==> config.mk <==
export PLATFORM = sky130hd
export DESIGN_NAME = layer_sequencer
export DESIGN_NICKNAME = d
export VERILOG_FILES = /design/src/rtl/layer_sequencer.sv
export SDC_FILE = /design/constraint.sdc
export NUM_CORES = 1
export LEC_CHECK = 0
export CAP_MARGIN = 30
export CORE_AREA = 2 2 61 63
export CTS_CLUSTER_SIZE = 16
export DETAILED_ROUTE_END_ITERATION = 10
export DIE_AREA = 0 0 63 65
export PLACE_DENSITY = 0.75
export SLEW_MARGIN = 10
export SYNTH_ARGS = -nofsm -noshare
export SYNTH_HDL_FRONTEND = slang
export SYNTH_SLANG_ARGS = --single-unit
==> constraint.sdc <==
create_clock -name clk -period 4.8 [get_ports clk]
set_clock_uncertainty 0.1 [all_clocks]
set_input_delay 0.72 -clock clk [delete_from_list [all_inputs] [get_ports clk]]
set_output_delay 0.72 -clock clk [all_outputs]
set_load 0.005 [all_outputs]
==> src/rtl/layer_sequencer.sv <==
// layer_sequencer: top-level layer scheduler for the CNN human-on-railway
// detection accelerator. Steps the State bus through CONV1_1..FC with a
// clock-settle gap and a start/done handshake per layer, then thresholds the
// FC score in JUDGE and reports the per-frame detection result.
// Optional feature: define WATCHDOG_EN to add a per-layer WAIT watchdog that
// raises a sticky timeout_err and abandons the frame.
module layer_sequencer #(
  parameter int                            STATE_DATAWIDTH = 4,
  parameter int                            SETTLE_CYCLES   = 4,
  parameter int                            SCORE_WIDTH     = 16,
  parameter logic signed [SCORE_WIDTH-1:0] THRESHOLD       = 16'sd0,
  parameter int                            FRAME_CNT_WIDTH = 16,
  parameter int                            TIMEOUT_CYCLES  = 1000000
) (
  input  logic                          clk,
  input  logic                          rst,
  input  logic                          start,
  input  logic                          abort,
  input  logic                          layer_done,
  input  logic signed [SCORE_WIDTH-1:0] fc_score,
  output logic [STATE_DATAWIDTH-1:0]    State,
  output logic                          layer_start,
  output logic                          busy,
  output logic                          done,
  output logic                          human_detected,
  output logic [FRAME_CNT_WIDTH-1:0]    frame_count,
  output logic                          timeout_err
);

  typedef enum logic [3:0] {
    S_RESET     = 4'd0,
    S_IDLE      = 4'd1,
    S_CONV1_1   = 4'd2,
    S_CONV1_2   = 4'd3,
    S_AVG_POOL1 = 4'd4,
    S_CONV2_1   = 4'd5,
    S_CONV2_2   = 4'd6,
    S_AVG_POOL2 = 4'd7,
    S_CONV3_1   = 4'd8,
    S_CONV3_2   = 4'd9,
    S_AVG_POOL3 = 4'd10,
    S_FC        = 4'd11,
    S_JUDGE     = 4'd12
  } state_e;

  // Sub-phase of a compute layer: waiting for clock_switch, then for the engine.
  typedef enum logic {
    PH_SETTLE = 1'b0,
    PH_WAIT   = 1'b1
  } phase_e;

  localparam logic [3:0] SETTLE_LOAD = 4'(SETTLE_CYCLES);

  // Reject parameter values the counters cannot represent.
  if (SETTLE_CYCLES < 1 || SETTLE_CYCLES > 15 || TIMEOUT_CYCLES < 1 ||
      STATE_DATAWIDTH < 4) begin : g_bad_param
    $error("layer_sequencer: parameter out of range");
  end

  state_e                     state_q, state_d;
  phase_e                     phase_q, phase_d;
  logic [3:0]                 settle_q, settle_d;
  logic                       human_q, human_d;
  logic [FRAME_CNT_WIDTH-1:0] frames_q, frames_d;
  logic                       is_compute;

  assign is_compute = (state_q >= S_CONV1_1) && (state_q <= S_FC);

`ifdef WATCHDOG_EN
  localparam int                WD_W     = $clog2(TIMEOUT_CYCLES + 1);
  localparam logic [WD_W-1:0]   WD_LIMIT = WD_W'(TIMEOUT_CYCLES - 1);

  logic [WD_W-1:0] wd_q, wd_d;
  logic            timeout_q, timeout_d;
`endif

  // Next-state and handshake outputs; abort overrides everything at the end.
  always_comb begin
    // NOTE: every signal written here gets a default first, so no path can
    // leave one unassigned and infer a latch.
    state_d     = state_q;
    phase_d     = phase_q;
    settle_d    = settle_q;
    human_d     = human_q;
    frames_d    = frames_q;
    layer_start = 1'b0;
    done        = 1'b0;
`ifdef WATCHDOG_EN
    timeout_d   = timeout_q;
`endif

    case (state_q)
      S_RESET: state_d = S_IDLE;

      S_IDLE: begin
        if (start) begin
          state_d  = S_CONV1_1;
          phase_d  = PH_SETTLE;
          settle_d = SETTLE_LOAD;
`ifdef WATCHDOG_EN
          timeout_d = 1'b0;
`endif
        end
      end

      S_CONV1_1, S_CONV1_2, S_AVG_POOL1,
      S_CONV2_1, S_CONV2_2, S_AVG_POOL2,
      S_CONV3_1, S_CONV3_2, S_AVG_POOL3,
      S_FC: begin
        if (phase_q == PH_SETTLE) begin
          // layer_done is ignored here, including on the layer_start cycle.
          if (settle_q == 4'd0) begin
            layer_start = 1'b1;
            phase_d     = PH_WAIT;
          end else begin
            settle_d = settle_q - 4'd1;
          end
        end else if (layer_done) begin
          // FC + 1 is JUDGE, which simply ignores the settle load.
          state_d  = state_e'(state_q + 4'd1);
          phase_d  = PH_SETTLE;
          settle_d = SETTLE_LOAD;
        end
`ifdef WATCHDOG_EN
        else if (wd_q == WD_LIMIT) begin
          state_d   = S_IDLE;
          phase_d   = PH_SETTLE;
          timeout_d = 1'b1;
        end
`endif
      end

      S_JUDGE: begin
        human_d  = (fc_score > THRESHOLD);
        frames_d = frames_q + 1'b1;
        done     = 1'b1;
        state_d  = S_IDLE;
      end

      // Codes 13..15 recover to IDLE.
      default: state_d = S_IDLE;
    endcase

    if (abort && (state_q != S_RESET)) begin
      state_d     = S_IDLE;
      phase_d     = PH_SETTLE;
      settle_d    = settle_q;
      human_d     = human_q;
      frames_d    = frames_q;
      layer_start = 1'b0;
      done        = 1'b0;
`ifdef WATCHDOG_EN
      timeout_d   = timeout_q;
`endif
    end
  end

  // Sequencer state, settle counter and frame result registers.
  always_ff @(posedge clk or negedge rst) begin
    if (!rst) begin
      state_q  <= S_RESET;
      phase_q  <= PH_SETTLE;
      settle_q <= 4'd0;
      human_q  <= 1'b0;
      frames_q <= '0;
    end else begin
      // NOTE: non-blocking assignments so every register samples the
      // pre-edge values regardless of statement order.
      state_q  <= state_d;
      phase_q  <= phase_d;
      settle_q <= settle_d;
      human_q  <= human_d;
      frames_q <= frames_d;
    end
  end

`ifdef WATCHDOG_EN
  // WAIT-phase cycle counter; cleared whenever State changes or outside WAIT.
  always_comb begin
    wd_d = '0;
    if (is_compute && (phase_q == PH_WAIT) && (state_d == state_q)) begin
      wd_d = wd_q + 1'b1;
    end
  end

  // Watchdog counter and sticky timeout flag.
  always_ff @(posedge clk or negedge rst) begin
    if (!rst) begin
      wd_q      <= '0;
      timeout_q <= 1'b0;
    end else begin
      wd_q      <= wd_d;
      timeout_q <= timeout_d;
    end
  end

  assign timeout_err = timeout_q;
`else
  assign timeout_err = 1'b0;
`endif

  assign State          = STATE_DATAWIDTH'(state_q);
  assign busy           = (state_q >= S_CONV1_1) && (state_q <= S_JUDGE);
  assign human_detected = human_q;
  assign frame_count    = frames_q;

endmodule
After elaboration in Yosys (flattened, before gate mapping)

Index checks and enable logic that the tools add are counted.

Word-level logic and storage cells: 62
Latch bits: 0
Memory bits (writable): 0
Bits in registers: 26
Memories kept: 0
Bits in read-only memories: 0
Input port bits: 21

Order comparisons: 3
Div/mod/pow operators: 0
Reductions and logical operators: 11
Bitwise logic cells: 1
$mul: 0
Shifts and indexed selects: 0
Mux-type cells: 21
Add/sub/neg operators: 3
Equality and inequality tests: 18

Operator list:

| operator                                                                            | number |
|---|---|
| 4-bit two-way mux                                                                   | 8 |
| 4-bit == test, second input constant                                                | 5 |
| 16-bit by 1-bit adder with 16-bit output, second input constant                     | 1 |
| 4-bit by 3-bit == test with 1-bit output, second input constant                     | 4 |
| 16-bit by 1-bit > comparator with 1-bit output, second input constant               | 1 |
| 4-bit case mux with 2 select lines                                                  | 2 |
| 3-bit != test, second input constant                                                | 5 |
| 1-bit two-way mux                                                                   | 10 |
| 10-bit OR reduction                                                                 | 1 |
| 4-bit by 2-bit == test with 1-bit output, second input constant                     | 2 |
| 5-bit AND reduction                                                                 | 1 |
| 4-bit by 1-bit adder with 4-bit output, second input constant                       | 1 |
| 4-bit by 1-bit == test with 1-bit output, second input constant                     | 1 |
| 4-bit by 2-bit greater-or-equal comparator with 1-bit output, second input constant | 1 |
| 4-bit <= comparator, second input constant                                          | 1 |
| 4-bit zero test                                                                     | 1 |
| 2-bit AND reduction                                                                 | 2 |
| 4-bit nonzero test                                                                  | 1 |
| 4-bit by 1-bit subtractor with 4-bit output, second input constant                  | 1 |
| 3-bit AND reduction                                                                 | 1 |
| 3-bit nonzero test                                                                  | 1 |
| 1-bit logical AND                                                                   | 2 |
| 2-bit != test, second input constant                                                | 1 |
| 1-bit case mux with 2 select lines                                                  | 1 |
| 2 further kinds                                                                     | 2 |

Depth between registers and ports, before layout

Gate-level depths: netlist of run 1.

Depth in word-level cells: 5
Mapped depth: 8

Least setup slack after synthesis of run 1

OpenSTA, ideal clock, no wires.

Path kind: reg2out
Start point: reg state_q[0], in the netlist State[0]
End point: out layer_start
Setup slack: 2.409 ns
Path buffers: 1
Arrival: 1.571 ns
Stages on the path, launching flop included: 7
Path through: dfrtp_1 inv_1 ha_1 or2_1 buf_6 o211ai_1 nor4_1

Word-level cells in the longest chain between the ends: 4
Elaborated cells between the ends (all ways): 15
Those cells by class: eq/ne (10); mux (2); reduce/logical (3)

RTL lines:

| what                                                                   | RTL line | text |
|---|---|---|
| start, declared                                                        | 60       | `state_e state_q, state_d;` |
| start signal, assigned                                                 | 169      | `state_q <= state_d;` |
| 4-bit by 2-bit == test with 1-bit output, or another cell as far along | 92       | `case (state_q)` |
| 10-bit OR reduction                                                    | 92       |  |
| 1-bit two-way mux                                                      | 92       |  |
| 1-bit two-way mux *                                                    | 144      | `if (abort && (state_q != S_RESET)) begin` |
| end, declared                                                          | 22       | `output logic layer_start,` |

Mark *: on every way between the ends. The rest lies on a longest branch, timed or not.

Worst setup path in the final report of run 1

Ends and elaborated chain as after synthesis.

==> results.md, run 1 <==
Yosys:
- Counting flops and latches in the post-synthesis netlist gives 26.
- The commonest register cell after synthesis is sky130_fd_sc_hd__dfrtp_1.
- The number of different library cells used by synthesis comes to 42.
- The part of the Yosys area used for sequential elements is 0.441.
- The synthesized instance count is 145.
- Yosys mapped a number of flops with a built-in enable equal to 0.
- The Yosys step of the flow raised 0 warnings.
- In this run the cell area of the synthesized design comes to about 1500 µm².
- The share of flip-flops with an asynchronous set or reset is 1.00.
- Each instance of the synthesized netlist takes up on average about 10 µm².
- When the netlist entered floorplanning its net count stood at 173.

Worst setup path:
- The capturing element type of the critical path is an output pin.
- The slack of the worst reg-to-reg path is 2.29 ns.
- The required time of the critical path is 3.98 ns.
- STA puts the critical path data arrival time at 2.54 ns.
- In this run the worst setup path begins at State[0].
- The element type at the critical path start is a flop.
- The peak fanout along the critical path is 9.
- The startpoint identified for the worst register-to-register timing path is State[0].
- The worst setup path is of the reg2out kind.

STA:
- Measured against its own limit, the worst slew margin works out to 0.618.
- The fraction of the cycle the final worst path needs is 0.700.
- Setup repair after global routing left no endpoint under its margin.
- For the pin with the worst max-slew slack, the measured transition is roughly 0.57 ns.
- The count of endpoints failing setup in the final report is 0.
- The count of final max-slew check failures is 0.
- The number of hold-slack violations in the final timing report is 0.
- The final-layout worst hold slack is 0.394 ns.
- The total negative setup slack is 0 ns.
- The routed design could run at a clock period as short as 3.36 ns.
- Based on the critical path, the design can be clocked at up to a little under 0.3 GHz.

Drt:
- The first detailed-routing pass ran for 4 iterations.
- The number of design rule violations left after detail routing is 0.
- The routed wire length on met2 is 1400 µm.
- Routed signal wires occupy layers up through met4.
- The remaining number of nets flagged by the antenna check after routing is 0.
- Detailed routing placed a total of roughly 230 µm of wire on met3.
- The routed design has 3110 µm of wire.
- The per-cell via count in the routed design is 5.24.
- The detailed router placed 1242 vias in this run.
- After detailed routing, the average wire length per cell comes to 13.1 µm.
- After detailed routing, the wire length on met1 is 1460 µm.
- The number of violations reported at the end of detailed-routing iteration 0 is 38.

CTS:
- In this run the clock root is driven by a sky130_fd_sc_hd__clkbuf_4.
- The maximum level of the CTS H-tree is 1.
- The clock passes through at most 2 buffers.
- The number of hold buffers added after CTS was 0.
- Buffers added to address setup during post-CTS repair amount to 0.
- The worst-skew pair later-pin latency is 0.31 ns.
- TritonCTS built the clock tree.
- The total number of clock tree sinks is 26.
- In this run, CTS created clock tree buffers numbering 3.
- The clock slew at the register clock pins of the worst setup and hold paths is 0.14 ns.
- The number of gates resized after CTS is 0.

Die:
- The die is 65 µm tall.
- The die covers 4100 µm².
- The floorplan has 22 rows.
- For this configuration, the core starts out at a cell density of 0.422.
- The number of I/O pins is 46.
- The die outline width is 63 µm.
- The placeable core area is around 3500 µm².

Final layout:
- The share of final-layout standard cells stronger than drive strength 1 is 0.0688.
- The area of all placed cells without fillers is roughly 2000 µm².
- The layout overhead on the synthesized area is 34.4%.
- The footprint of the multi-input gates is 764 µm².
- The number of nets in the finished design is roughly 220.
- The count of antenna diodes in the layout is 0.
- The filler cells instantiated in the layout total 294.
- The utilization of the core after routing is 0.567.
- Summing all flip-flop and latch instances after layout gives 651 µm².

Power and ir drop:
- The total power after layout is 0.687 mW.
- For this design the static power due to leakage is 0.897 nW.
- In this run the power density over the cells is 347 nW/µm².
- IR analysis of the VDD net gives a maximum drop of 0.253 mV.

Min path:
- The worst min-delay path startpoint is frame_count[15].
- The path class of the tightest hold or removal check is reg2reg.

Global route:
- The initial antenna violation count is 0.
- The number of global-route vias before repair is 1155.
- The first global-routing pass estimated 5260 µm of wire.
- Entering global routing, the biggest net connects 27 pins.
- The overall track demand over capacity in global routing is 0.159.
- Summed over all layers, the global routing overflow is 0.

Placement:
- The congestion estimate from routability-driven global placement came to 0.912.
- The area after detailed placement is 1950 µm².
- Buffers placed on the I/O ports in this run total 44.
- Once detailed placement completed, the half-perimeter wirelength came to 2420 µm.

Run status:
- The flow ran to the end, and the final reports show no timing, DRC or antenna violations.

Run:
- Across the run, the number of max-cap violations was 0.
==> critical path, cell delays in order, from the launching register on <==
cell and delay, ns:
sky130_fd_sc_hd__dfrtp_1 0.54, sky130_fd_sc_hd__inv_1 0.12, sky130_fd_sc_hd__ha_1 0.23, sky130_fd_sc_hd__or2_1 0.32, sky130_fd_sc_hd__o211ai_1 0.45, sky130_fd_sc_hd__nor4_1 0.11
sky130_fd_sc_hd__clkdlybuf4s50_1 0.46
==> through the flow <==
stage	worst slack, ns	cells
floorplan	2.41	145
global placement	1.69	233
detailed placement	1.71	233
CTS	1.44	237
global route	1.27	237
finish	1.44	237
==> path summary, 6_finish.rpt <==
path | endpoint | cells past startpoint
max in group asynchronous | frame_count[2] | 2
hold / removal | frame_count[15] | 1
hold reg to reg | frame_count[15] | 1
setup / recovery | layer_start | 6
min in group asynchronous | frame_count[8] | 2
setup reg to reg | settle_q[3] | 7
==> registers in the layout, indices dropped and copies added (netlist names) <==
signal          count
frame_count        16
human_detected      1
phase_q             1
settle_q            4
State               4
==> synth_stat cells, types with 3 or more instances <==
| cell | count | area share |
|---|---|---|
| sky130_fd_sc_hd__a21oi_1 | 3 | 0.010 |
| sky130_fd_sc_hd__and3_1 | 6 | 0.025 |
| sky130_fd_sc_hd__dfrtp_1 | 26 | 0.44 |
| sky130_fd_sc_hd__ha_1 | 7 | 0.059 |
| sky130_fd_sc_hd__inv_1 | 6 | 0.015 |
| sky130_fd_sc_hd__nand2_1 | 15 | 0.038 |
| sky130_fd_sc_hd__nand3_1 | 5 | 0.017 |
| sky130_fd_sc_hd__nand4_1 | 5 | 0.021 |
| sky130_fd_sc_hd__nor2_1 | 12 | 0.031 |
| sky130_fd_sc_hd__nor3_1 | 3 | 0.010 |
| sky130_fd_sc_hd__nor4_1 | 4 | 0.017 |
| sky130_fd_sc_hd__o21ai_0 | 3 | 0.010 |
| sky130_fd_sc_hd__xnor2_1 | 11 | 0.065 |
| sky130_fd_sc_hd__xor2_1 | 5 | 0.030 |
==> layout by cell type, fill, tap and decap left out, types with 4 or more instances in the layout <==
cell                              count
sky130_fd_sc_hd__clkdlybuf4s50_1     44
sky130_fd_sc_hd__dfrtp_1             26
sky130_fd_sc_hd__nand2_1             15
sky130_fd_sc_hd__nor2_1              12
sky130_fd_sc_hd__xnor2_1             11
sky130_fd_sc_hd__ha_1                 7
sky130_fd_sc_hd__inv_1                6
sky130_fd_sc_hd__and3_1               6
sky130_fd_sc_hd__nand4_1              5
sky130_fd_sc_hd__nand3_1              5
sky130_fd_sc_hd__xor2_1               5
sky130_fd_sc_hd__nor4_1               4
==> per-layer routing <==
metal | global-route usage | vias up
li1 | - | 604
met1 | 0.210 | 587
met2 | 0.251 | 49
met3 | 0.0469 | 2
met4 | 0.0472 | 0
met5 | 0 | -
==> final cells by class <==
type | instances | share of cell area
repair buffers | 45 | 0.226
multi-input cells | 108 | 0.386
clock buffers | 4 | 0.0183
well taps | 48 | 0.0303
flip-flops and latches | 26 | 0.328
inverters | 6 | 0.0114
==> cell families after synthesis <==
logic type | share of synthesized area
AO/OA/AOI/OAI | 0.117
XOR/XNOR | 0.0950
adder cells (fa/ha/maj) | 0.0594
buffers and inverters | 0.0407
flip-flops | 0.441
multiplexers | 0.0221
other | 0.00254
AND/OR/NAND/NOR | 0.222
==> power breakdown <==
group / switching, mW / internal, mW
logic: 0.157 / 0.148
clock network: 0.0625 / 0.0463
registers: 0.0316 / 0.242
total: 0.251 / 0.436
Note: power is estimated with default switching activity, not from simulation.
==> run 2, diff against run 1 <==
--- a/config.mk
+++ b/config.mk
@@ -6,11 +6,11 @@
 export NUM_CORES = 1
 export LEC_CHECK = 0
 export CAP_MARGIN = 30
-export CORE_AREA = 2 2 61 63
+export CORE_AREA = 2 2 63 65
 export CTS_CLUSTER_SIZE = 16
 export DETAILED_ROUTE_END_ITERATION = 10
-export DIE_AREA = 0 0 63 65
-export PLACE_DENSITY = 0.75
+export DIE_AREA = 0 0 65 67
+export PLACE_DENSITY = 0.74
 export SLEW_MARGIN = 10
 export SYNTH_ARGS = -nofsm -noshare
 export SYNTH_HDL_FRONTEND = slang
==> constraint.sdc (replaced) <==
create_clock -name clk -period 2.9 [get_ports clk]
set_clock_uncertainty 0.1 [all_clocks]
set_input_delay 0.435 -clock clk [delete_from_list [all_inputs] [get_ports clk]]
set_output_delay 0.435 -clock clk [all_outputs]
set_load 0.005 [all_outputs]
==> run 2 against run 1 <==
  * Combinational power rose by 78%
  * Critical path depth did not move
  * Final area rose by 1.6%
  * Register-to-register slack got worse by 1.7 ns
  * Clock power rose by 83%
  * Worst setup slack got worse by 1.3 ns
  * Utilization fell by 0.83 points
  * Critical path type unchanged
==> results.md, run 2 (synthesized netlist as in run 1, its figures left out) <==
Drt:
- The routed wire length on met2 is 1620 µm.
- For this run, design rule violations remaining after detail routing come to 0.
- The routed wire length per instance is 13.8 µm.
- The final route contains 1273 vias.
- The wire length on met1 is ~1300 µm.
- After detailed routing, no signal wire sits above met4.
- The per-cell via count in the routed design is ~5.3.
- The number of violations reported at the end of detailed-routing iteration 0 is 59.
- The routed length on met3 is 262 µm.
- Once detail routing completed, the nets flagged for antenna violations numbered 0.
- For this block, the routed nets add up to between 3000 and 4000 µm of wire.
- The number of optimization iterations in the first detailed-route pass is 4.

STA:
- The number of hold-slack violations in the final timing report is 0.
- Based on the critical path, the design can be clocked at up to between 0.3 and 0.4 GHz.
- The count of endpoints failing setup in the final report is 0.
- Subtracting the final worst setup slack from the clock period gives 2.75 ns.
- Once routing completed, OpenROAD measured the worst setup slack at 0.145 ns.
- Setup repair after global routing left no endpoint under its margin.
- The count of final max-slew check failures is 0.
- The fraction of the cycle the final worst path needs is 0.950.
- The total negative setup slack is 0 ns.

Power and ir drop:
- The clock network power share is 0.167.
- Cell internal power was estimated by the tool at between 0.7 and 0.8 mW.
- Of the total power, the share spent switching nets is 0.361.
- The total power divided by cell area is slightly below 600 nW/µm².
- The net load switching power is 0.432 mW.
- The static leakage is ~0.91 nW.
- The relative contribution of combinational cells to total power is 0.453.
- The share of total power dissipated in sequential elements is 0.380.
- The peak supply drop is 0.385 mV.

Die:
- The die covers around 4400 µm².
- Row generation in the floorplan step produced 22 rows.
- The floorplan step set the die height to between 60 and 70 µm.
- The number of I/O pins is 46.
- The die outline width is about 65 µm.
- The initial core utilization is 0.409.
- The placeable core area is 3610 µm².

CTS:
- The tree built by TritonCTS fans out to 26 sinks.
- The number of post-CTS setup repair buffers is 0.
- The buffer type at the clock tree root is sky130_fd_sc_hd__clkbuf_8.
- The maximum level of the CTS H-tree is 1.
- In this run, post-CTS hold repair placed 0 buffers.
- The clock slew at the register clock pins of the worst setup and hold paths is 0.09 ns.
- The CTS tree is done.
- The CTS buffer count is 3.
- Clock latency on the worst-skew pair, taken at its later pin, is roughly 0.27 ns.
- Counting along the longest clock path gives a buffer depth of 2.
- The number of gates resized after CTS was 0.

Worst setup path:
- The largest single stage delay on the critical path is between 0.5 and 0.6 ns.
- The worst setup path is captured at an output pin.
- By startpoint and endpoint, the worst setup path is classified as reg2out.
- The critical path data arrival time is 2.22 ns.
- In this run the worst path has a maximum fanout of 9.
- On the critical path the largest part of the delay comes from buffers and inverters.
- The signal on the critical path passes through inv_1, ha_1, o22a_4, o211ai_1, nor4_1, clkdlybuf4s50_1.
- The worst setup path is launched from a flop.
- For this design, the slowest cell found on the critical path is sky130_fd_sc_hd__clkdlybuf4s50_1.
- At the worst endpoint, the required time is 2.37 ns.
- The number of buffers and inverters on the critical path is 2.

Global route:
- Entering global routing, the biggest net connects 27 pins.
- The number of global-route vias before repair is approximately 1200.
- The initial antenna violation count is 0.
- For this run, the total global-route usage over all layers was measured as 0.156.
- The first global-routing pass estimated 5260 µm of wire.
- The total overflow left after global routing is 0.

Final layout:
- The number of flip-flops in the largest register is 16.
- The footprint of the multi-input gates is 767 µm².
- The number of antenna diodes in the final layout is 0.
- The share of final-layout standard cells stronger than drive strength 1 is 0.0942.
- Fill cells in the final layout number 312.
- The library cell used most frequently in the layout, excluding fill and tap cells, is sky130_fd_sc_hd__clkdlybuf4s50_1.
- The flip-flop and latch area is 653 µm².
- For this run, the post-layout net count is 221.
- From synthesis to final layout, the design area changed by 36.6%.
- In the layout the commonest cells are sky130_fd_sc_hd__clkdlybuf4s50_1 (44), sky130_fd_sc_hd__dfrtp_1 (24), sky130_fd_sc_hd__nand2_1 (15).

Run:
- Across the run, the number of max-cap violations was 0.

Placement:
- Buffers placed on the I/O ports in this run total 44.
- Timing analysis after detailed placement gives a worst setup slack of 0.345 ns.
- The HPWL after detailed placement is 2640 µm.
- The congestion estimate from routability-driven global placement came to 0.811.

Min path:
- The path category of the worst min-delay check is reg2reg.

Run status:
- The run finished with clean final reports.
==> run 2: cell count changes in the layout (fill, tap and decap cells not counted) <==
| cell | before | now |
|---|---|---|
| sky130_fd_sc_hd__clkbuf_8 | 1 | 3 |
| sky130_fd_sc_hd__buf_4 | 1 | 4 |
| sky130_fd_sc_hd__dfrtp_2 | 0 | 2 |
| sky130_fd_sc_hd__or2_4 | 0 | 1 |
| sky130_fd_sc_hd__clkbuf_4 | 3 | 0 |
| sky130_fd_sc_hd__dfrtp_1 | 26 | 24 |
| sky130_fd_sc_hd__or2_1 | 1 | 0 |
==> run 2: stage by stage <==
stage          utilization  instances  area, µm²  hold slack [ns]  total power, mW
5_1_grt              0.559        239       2010            0.392             1.27
3_3_place_gp         0.546        236       1970            0.361            0.961
3_5_place_dp         0.546        236       1970            0.371            0.991
4_1_cts              0.557        239       2010            0.383             1.19
6_report             0.559        239       2010            0.373             1.20
2_1_floorplan            -        145       1480           0.0394            0.826
==> run 2: area by class of cell <==
class / count / share of cell area
Tap cell: 48 / 0.0298
Clock buffer: 3 / 0.0205
Inverter: 6 / 0.0112
Multi-Input combinational cell: 108 / 0.381
Timing Repair Buffer: 48 / 0.234
Sequential cell: 26 / 0.324
==> run 2: power by group through the flow <==
stage | registers, mW | logic [mW] | clock network, mW
2_1_floorplan | 0.446 | 0.380 | 0
3_3_place_gp | 0.455 | 0.507 | 0
3_5_place_dp | 0.458 | 0.532 | 0
4_1_cts | 0.450 | 0.535 | 0.205
5_1_grt | 0.462 | 0.593 | 0.218
6_report | 0.454 | 0.542 | 0.200
==> run 2: path summary, 6_finish.rpt <==
check,startpoint,end,slack (ns),cells after the start
worst max-delay path,State[0],layer_start,0.15,6
worst min-delay path,frame_count[15],frame_count[15],0.37,1
worst max register to register,State[0],settle_q[3],0.60,7
worst min register to register,frame_count[15],frame_count[15],0.37,1
max in group asynchronous,rst,State[0],2.00,2
min in group asynchronous,rst,frame_count[5],0.42,2
==> run 2: layer usage <==
layer / up-vias / global-route usage
met4: 0 / 0.0798
met3: 9 / 0.0304
li1: 602 / -
met1: 610 / 0.177
met2: 52 / 0.278
met5: - / 0
==> run 2: worst reg2reg max path: stages, from the launching register on <==
cell and delay, ns:
sky130_fd_sc_hd__dfrtp_2 0.45, sky130_fd_sc_hd__inv_1 0.09, sky130_fd_sc_hd__ha_1 0.22, sky130_fd_sc_hd__or2_4 0.29
sky130_fd_sc_hd__o221a_4 0.31, sky130_fd_sc_hd__nor4b_4 0.40, sky130_fd_sc_hd__mux2i_1 0.23, sky130_fd_sc_hd__o21ai_0 0.10
==> run 3, diff against run 2 <==
--- a/config.mk
+++ b/config.mk
@@ -10,6 +10,8 @@
 export CTS_CLUSTER_SIZE = 16
 export DETAILED_ROUTE_END_ITERATION = 10
 export DIE_AREA = 0 0 65 67
+export HOLD_SLACK_MARGIN = 0.05
+export MAX_ROUTING_LAYER = met4
 export PLACE_DENSITY = 0.74
 export SLEW_MARGIN = 10
 export SYNTH_ARGS = -nofsm -noshare
==> run 3 against run 2 <==
  * Routed wire length about the same
  * Largest cell class unchanged
  * Global-route usage is 0.42 points higher
  * Critical path depth unchanged
  * Final cell count did not move
  * Sequential cell count unchanged
  * Fmax did not move
  * Clock-buffer cell count unchanged
==> results.md, run 3 (synthesized netlist as in run 1, its figures left out) <==
Run status:
- The flow ran to the end, and the final reports show no timing, DRC or antenna violations.

Die:
- The number of cell rows is 22.
- For this configuration, the core starts out at a cell density of 0.409.
- The die covers roughly 4400 µm².
- The die extent in y is 67 µm.
- In this run the count of I/O pins placed on the die edge is between 40 and 50.
- The placeable core area is ~3600 µm².
- The floorplan step set the die width to around 65 µm.

STA:
- The final period demand of the worst path is 2.75 ns.
- Setup violations remaining at the end of the flow were counted as 0.
- Setup repair after global routing left no endpoint under its margin.
- The timing-limited maximum frequency is roughly 0.36 GHz.
- The count of final max-slew check failures is 0.
- The number of hold-slack violations in the final timing report is 0.
- The worst path setup slack after routing is 0.145 ns.
- The total negative setup slack is 0 ns.
- Dividing the final minimum period by the clock period gives 0.950.

Final layout:
- The register with the most flip-flops in the layout has 16 of them.
- The share of final-layout standard cells stronger than drive strength 1 is 0.0942.
- The number of nets in the finished design is 221.
- The count of placed standard cells in the final layout, fillers left out is 239.
- Once layout is complete, the utilization of the core stands at 0.559.
- Leaving out fill and tap cells, the most frequent cells in the layout are sky130_fd_sc_hd__clkdlybuf4s50_1 (44), sky130_fd_sc_hd__dfrtp_1 (24), sky130_fd_sc_hd__nand2_1 (15).
- Leaving out fill and tap cells, the most frequent cell in the layout is sky130_fd_sc_hd__clkdlybuf4s50_1.
- The layout overhead on the synthesized area is 36.6%.
- 0 antenna diodes ended up in the layout.

Power and ir drop:
- The static leakage is 0.911 nW.
- The total power divided by cell area is just under 600 nW/µm².
- The design draws 1.20 mW.
- The peak supply drop is 0.385 mV.

Worst setup path:
- The critical path data arrival time is 2.22 ns.
- Together, buffers and inverters on the worst path number 2.
- The capturing element type of the critical path is an output pin.
- The delay of the slowest cell on the worst path is 0.56 ns.
- The first element of the critical path is State[0].
- The signal on the critical path passes through inv_1, ha_1, o22a_4, o211ai_1, nor4_1, clkdlybuf4s50_1.
- The cell with the largest stage delay on the worst path is sky130_fd_sc_hd__clkdlybuf4s50_1.
- The startpoint of the worst register-to-register path is State[0].
- The critical path's top delay family is buffers and inverters.
- STA puts the critical path data required time at 2.37 ns.
- The slack of the worst reg-to-reg path is 0.60 ns.
- By startpoint and endpoint, the worst setup path is classified as reg2out.
- The peak fanout along the critical path is 9.
- The worst setup path is launched from a flop.

Placement:
- The post-placement setup slack is between 0.3 and 0.4 ns.
- The total of buffers placed on input and output ports is 44.
- The number of placed instances, taps included, is 236.
- Once detailed placement completed, the half-perimeter wirelength came to ~2600 µm.
- The routability congestion estimate is 0.823.

Drt:
- The remaining number of nets flagged by the antenna check after routing is 0.
- For this run, design rule violations remaining after detail routing come to 0.
- Summed over all layers, the routed wires come to about 3300 µm.
- The routed via count is 1273.
- The number of optimization iterations in the first detailed-route pass is 4.
- The number of violations reported at the end of detailed-routing iteration 0 is approximately 60.
- After detailed routing, the average wire length per cell comes to between 10 and 15 µm.
- The per-cell via count in the routed design is 5.33.

Min path:
- The path category of the worst min-delay check is reg2reg.
- The worst min-delay path startpoint is frame_count[15].

CTS:
- Counting along the longest clock path gives a buffer depth of 2.
- The worst-skew pair later-pin latency is 0.27 ns.
- The CTS buffer count is 3.
- The total number of clock tree sinks is 26.
- TritonCTS built the clock tree.
- CTS built an H-tree with a depth of 1.
- The buffer type at the clock tree root is sky130_fd_sc_hd__clkbuf_8.
- The hold buffer count at CTS is 0.
- After clock tree synthesis, the clock-pin slew on the worst setup and hold paths is approximately 0.090 ns.

Global route:
- The initial antenna violation count is 0.
- The number of global-route vias before repair is 1235.
- For this run, the total global-route usage over all layers was measured as 0.160.
- Summed over all layers, the global routing overflow is 0.
- The wire length of the first global-routing pass is 5250 µm.
- Entering global routing, the biggest net connects 27 pins.

Run:
- The number of maximum-capacitance violations is 0.
## run 3: cell counts in the layout (fill, tap and decap cells not counted)
No cell type changed its count.
## run 3: metrics by stage
stage	hold slack [ns]	instance area (µm²)
final	0.373	2010
after global routing	0.392	2010
after CTS	0.383	2010
after detailed placement	0.371	1970
after global placement	0.361	1970
after floorplan	0.0394	1480
## run 3: final cells by class
type,count,area [µm²]
fill,312,1590
multi-input combinational,108,767
sequential,26,653
timing repair buffer,48,470
tap,48,60.1
clock buffer,3,41.3
inverter,6,22.5
## run 3: report_power, final
part,internal (mW),switching (mW)
combinational,0.268,0.274
sequential,0.403,0.0510
clock,0.0930,0.107
## run 3: metal layers
layer | share of wire | up-vias | track usage
li1 | - | 602 | -
met3 | 0.080 | 9 | 0.0304
met4 | 0.028 | 0 | 0.0798
met1 | 0.40 | 610 | 0.177
met5 | 0 | - | -
met2 | 0.49 | 52 | 0.278
## run 3: worst paths after layout
check,cells after the start,endpoint
setup / recovery,6,layer_start
hold / removal,1,frame_count[15]
setup reg to reg,7,settle_q[3]
hold reg to reg,1,frame_count[15]
max in group asynchronous,2,State[0]
min in group asynchronous,2,frame_count[5]
## run 3: repair_timing
action / in CTS / in global routing
buffers inserted: 0 / 0
gates resized for setup: 0 / 3
setup endpoints to repair: 0 / 1
hold endpoints to repair: 0 / 0
